--- src/rtl/keccak_word_packer.sv ---
// keccak_word_packer
//   Packs a 64-bit word stream into 576-bit Keccak rate blocks (9 words) and
//   applies pad10*1 on the final word of a message. A finished block is held
//   on out_block until out_ack. The word source is stalled while padding or
//   while a block is pending.
// Ports:
//   clk, reset                     clock, synchronous active-high reset
//   in_data/in_valid/in_last/      word stream; in_bytes = valid bytes of the
//   in_bytes/in_ready              last word, byte 0 = in_data[63:56]
//   out_block/out_valid/out_last/  block handshake; word 0 = out_block[575:512]
//   out_ack
// Config macro:
//   KECCAK_SHA3_DOMAIN_EN  first pad byte 0x06 (SHA-3 suffix) instead of 0x01
module keccak_word_packer #(
  parameter int WORD_W     = 64,
  parameter int RATE_WORDS = 9
) (
  input  logic                         clk,
  input  logic                         reset,
  input  logic [WORD_W-1:0]            in_data,
  input  logic                         in_valid,
  input  logic                         in_last,
  input  logic [2:0]                   in_bytes,
  output logic                         in_ready,
  output logic [WORD_W*RATE_WORDS-1:0] out_block,
  output logic                         out_valid,
  output logic                         out_last,
  input  logic                         out_ack
);
  localparam int BLK_W = WORD_W * RATE_WORDS;

  localparam logic [1:0] S_FILL = 2'd0;
  localparam logic [1:0] S_PAD  = 2'd1;
  localparam logic [1:0] S_FULL = 2'd2;

  localparam logic [3:0] LAST_SLOT = 4'(RATE_WORDS - 1);

`ifdef KECCAK_SHA3_DOMAIN_EN
  localparam logic [7:0] PAD_FIRST = 8'h06;
`else
  localparam logic [7:0] PAD_FIRST = 8'h01;
`endif

  logic [1:0]       state_q, state_d;
  logic [3:0]       cnt_q, cnt_d;
  logic [BLK_W-1:0] blk_q, blk_d;
  logic             pad_q, pad_d;

  logic [WORD_W-1:0] keep_mask, last_word, wr_word;
  logic [5:0]        bsh;
  int                slot_lo;

  // Final word: keep the top in_bytes bytes, place the first pad byte right
  // after them, zero the rest.
  assign bsh       = {in_bytes, 3'b000};
  assign keep_mask = ~({WORD_W{1'b1}} >> bsh);
  assign last_word = (in_data & keep_mask) | (WORD_W'(PAD_FIRST) << (6'd56 - bsh));

  // Slot n occupies out_block[575-64n -: 64].
  assign slot_lo = int'(LAST_SLOT - cnt_q) * WORD_W;

  assign in_ready  = (state_q == S_FILL);
  assign out_valid = (state_q == S_FULL);
  assign out_last  = out_valid & pad_q;
  assign out_block = blk_q;

  always_comb begin
    state_d = state_q;
    cnt_d   = cnt_q;
    blk_d   = blk_q;
    pad_d   = pad_q;
    wr_word = in_last ? last_word : in_data;
    case (state_q)
      S_FILL: begin
        if (in_valid) begin
          blk_d[slot_lo +: WORD_W] = wr_word;
          cnt_d = cnt_q + 4'd1;
          if (in_last) pad_d = 1'b1;
          if (cnt_q == LAST_SLOT) begin
            // Last word in slot 8 closes the padding in the same cycle; with
            // in_bytes=7 both pad bytes share out_block[7:0].
            if (in_last) blk_d[7:0] = blk_d[7:0] | 8'h80;
            state_d = S_FULL;
          end else if (in_last) begin
            state_d = S_PAD;
          end
        end
      end
      S_PAD: begin
        // Block was cleared when it started, so a zero word needs no write
        // other than the closing 0x80 on the last slot.
        blk_d[slot_lo +: WORD_W] = '0;
        cnt_d = cnt_q + 4'd1;
        if (cnt_q == LAST_SLOT) begin
          blk_d[7:0] = 8'h80;
          state_d    = S_FULL;
        end
      end
      S_FULL: begin
        if (out_ack) begin
          blk_d   = '0;
          cnt_d   = 4'd0;
          pad_d   = 1'b0;
          state_d = S_FILL;
        end
      end
      default: state_d = S_FILL;
    endcase
  end

  always_ff @(posedge clk) begin
    if (reset) begin
      state_q <= S_FILL;
      cnt_q   <= 4'd0;
      blk_q   <= '0;
      pad_q   <= 1'b0;
    end else begin
      state_q <= state_d;
      cnt_q   <= cnt_d;
      blk_q   <= blk_d;
      pad_q   <= pad_d;
    end
  end
endmodule

--- config.mk ---
export PLATFORM = sky130hd
export DESIGN_NAME = keccak_word_packer
export DESIGN_NICKNAME = d
export VERILOG_FILES = /design/src/rtl/keccak_word_packer.sv
export SDC_FILE = /design/constraint.sdc
export NUM_CORES = 1
export LEC_CHECK = 0
export CAP_MARGIN = 20
export CORE_ASPECT_RATIO = 0.75
export CORE_MARGIN = 2
export CORE_UTILIZATION = 27
export CTS_CLUSTER_SIZE = 25
export DETAILED_ROUTE_END_ITERATION = 8
export PLACE_DENSITY = 0.64
export SYNTH_ARGS = -nofsm -noshare
export SYNTH_HDL_FRONTEND = slang
export SYNTH_SLANG_ARGS = --single-unit
export TNS_END_PERCENT = 1
--- constraint.sdc ---
create_clock -name clk -period 4.15 [get_ports clk]
set_input_delay 0.6225 -clock clk [delete_from_list [all_inputs] [get_ports clk]]
set_output_delay 0.6225 -clock clk [all_outputs]
set_load 0.05 [all_outputs]
==> impl_results.md <==
- Die Height: 233 um
- Final Hold Viols: 0
- Minimum clock period: about 4 ns
- Final GP Congestion: 0.887
- Crit-path slowest cell: nand3_1
- CTS Sinks: around 580
- Buf/Inv on CP: 4
- Drt wl/cell: approximately 23 um
- Cell variety after synth: 53
- CTS clk-pin slew, worst paths: roughly 0.070 ns
- CTS H-tree lvls: 2
- Crit Path Class: reg2reg
- Pin count of the biggest net entering global routing: 65
- Syn_area_per_cell: approximately 9.0 um2
- Worst Path Arrival: 4.43 ns
- Worst vdd ir: about 320 uV
- First-pass GRT wire length: between 100000 and 150000 um
- Drt first pass iters: 6
- PD cells: 452 nW/um2
- Crit share post-route: 0.942
- RSZ-0062 raised after global routing: yes
- Top FF cell, synth: dfxtp_1
- Clk root buf: clkbuf_16
- CP Capture Type: flop
- Nets: 2814
- GR Util All Layers: 0.225
- IO Port Bufs: 650
- WL final: 84600 um
- CTS Buf Count: 56
- Family with the most delay on the worst path: simple AND/OR/NAND/NOR gates
- Relative slew slack: 0.389
- Post-Syn Area: roughly 19000 um2
- Area Growth Syn to Fin: 52.0%
- IO Pins: 651
- Clk_skew: 0.0255 ns
- Synth async-reset ratio: 0
- Worst skew pair latency: 0.63 ns
- Setup violators final: 0
- CP startpoint kind: flop
- Post-synth EDFFs: 0
- Clock tree buffer depth: 3
- Die ar.: 72200 um2
- Vias in the first global route: roughly 17000
- Setup TNS: 0 ns
- ANT nets after route: 0
- Core Util, Final: 0.417
- Fill count: 6808
- Worst-Margin Slew: 0.914 ns
- Status: complete, no violations
- Max Freq: 256 MHz
- Share of cells above drive strength 1: 0.0648
- Die X: 310 um
- Sequential area share after synthesis: 0.618
- CP Max Fanout: 25
- Vias: 17751
- Critical Path Max Stage Delay: 0.49 ns
- Required @ worst endpoint: 4.68 ns
- Hold WC Path Type: reg2reg
- Hold_buf cts: 0
- Core Box Area: 68900 um2
- DRT iter0 DRCs: 1150
- Vias per Instance: approximately 4.8
- Initial Util: 0.275
- Yosys reg bits: roughly 580
- Row Count: 83
- DP HPWL: 59200 um
- Synthesized instance count: 2111
- Gr ovfl total: 0
- Max-cap viol count: 0
- Yosys warning count: 0
- Initial antenna violation count: 8
- DR DRC count: 0
- Critical-path cell list: inv_1 -> ha_1 -> nor2b_1 -> nand2_1 -> o22ai_1 -> nand2_1 -> inv_1 -> ha_1 -> buf_4 -> or2_2 -> nor2_4 -> buf_4 -> nand3_1 -> o21ai_0
- CTS tree: built
- Syn Nets: 2194
- Leakage power: 0.00997 uW
- Max Slew Vio Count: 0
cell usage in the layout, fill, tap and decap left out, drive strengths merged, types with 9 or more instances in the layout:
| master | count |
|---|---|
| clkdlybuf4s50 | 650 |
| nand2 | 585 |
| dfxtp | 583 |
| o21ai | 528 |
| clkbuf | 74 |
| buf | 55 |
| nand3 | 50 |
| o2bb2ai | 48 |
| nor2 | 24 |
| inv | 23 |
| clkinv | 13 |
| or3 | 12 |
| ha | 11 |
| a21oi | 11 |
| nor2b | 9 |
| o22ai | 9 |
| nand2b | 9 |
worst paths after layout:
check,startpoint,end,slack (ns),cells after the start
max reg2reg,cnt_q[0],flop,0.24,14
max,cnt_q[0],flop,0.24,14
min reg2reg,flop,flop,0.45,2
min,flop,flop,0.45,2
synthesized netlist by cell type (all sizes together) (6+ instances only):
cell type    n  share of area
ha          11         0.0073
o21ai      528           0.14
nor2b        9         0.0030
a22o         8         0.0037
nor2        24         0.0048
o2bb2ai     48          0.022
a21oi       11         0.0029
nand3       50          0.013
or3         12         0.0040
inv         19         0.0038
nand2b       9         0.0030
dfxtp      583           0.62
nand2      585           0.12
nor3         6         0.0016
buf          7         0.0017
clkbuf     137          0.027
o22ai        9         0.0030
kinds of logic (layout without fill, tap and decap cells):
kind of cell | after synthesis | after routing | share of synthesized area
compound gates | 631 | 631 | 0.185
xor+xnor | 1 | 1 | 0.000463
fa+ha+maj | 11 | 11 | 0.00728
buf+inv | 163 | 828 | 0.0327
flops | 583 | 583 | 0.618
mux | 2 | 2 | 0.00113
other cells | 0 | 6 | 0
simple gates | 720 | 720 | 0.156
power breakdown:
| part | switching [uW] | internal [uW] |
|---|---|---|
| registers | 48.6 | 5680 |
| clock network | 2340 | 3150 |
| logic | 1340 | 421 |
| total | 3730 | 9250 |
what timing repair did:
item | 4_1_cts | 5_1_grt
endpoints found under the setup margin | 0 | 553
gates resized for setup | 0 | 8
buffers inserted | 0 | 1
worst register-to-register path, delay by kind of cell, from the launching register on:
family          cells  cell delay, ns
compound gates      2            0.59
fa+ha+maj           2            0.52
buf+inv             4            0.74
flops               1            0.39
simple gates        6            1.57
routing by layer:
layer | vias to the layer above | part of all wire | global-route usage
li1 | 8394 | - | -
met1 | 8477 | 0.43 | 0.286
met2 | 743 | 0.45 | 0.355
met3 | 133 | 0.096 | 0.0744
met4 | 4 | 0.030 | 0.0777
met5 | - | 0.00035 | 0
per-stage QoR:
stage                     power [uW]  hold slack (ns)  cells  area [um2]  worst slack [ns]
final                          13000            0.446   3717       28700             0.241
after global routing           13400            0.466   3712       28700           -0.0931
after CTS                      13100            0.449   3708       28700            0.0809
after detailed placement        7590            0.441   3605       26700             0.141
after global placement          7580            0.432   3605       26700             0.302
after floorplan                 6720            0.469   2111       18900             0.452
layout make-up:
type | count | area, um2 | share of cell area
Antenna cell | 6 | 15.0 | 0.000523
Tap cell | 935 | 1170 | 0.0407
Sequential cell | 583 | 11700 | 0.406
Inverter | 19 | 71.3 | 0.00248
Clock inverter | 30 | 417 | 0.0145
Multi-Input combinational cell | 1365 | 6820 | 0.237
Clock buffer | 73 | 1550 | 0.0538
Timing Repair Buffer | 706 | 7020 | 0.244
Note: power is estimated with default switching activity, not from simulation.
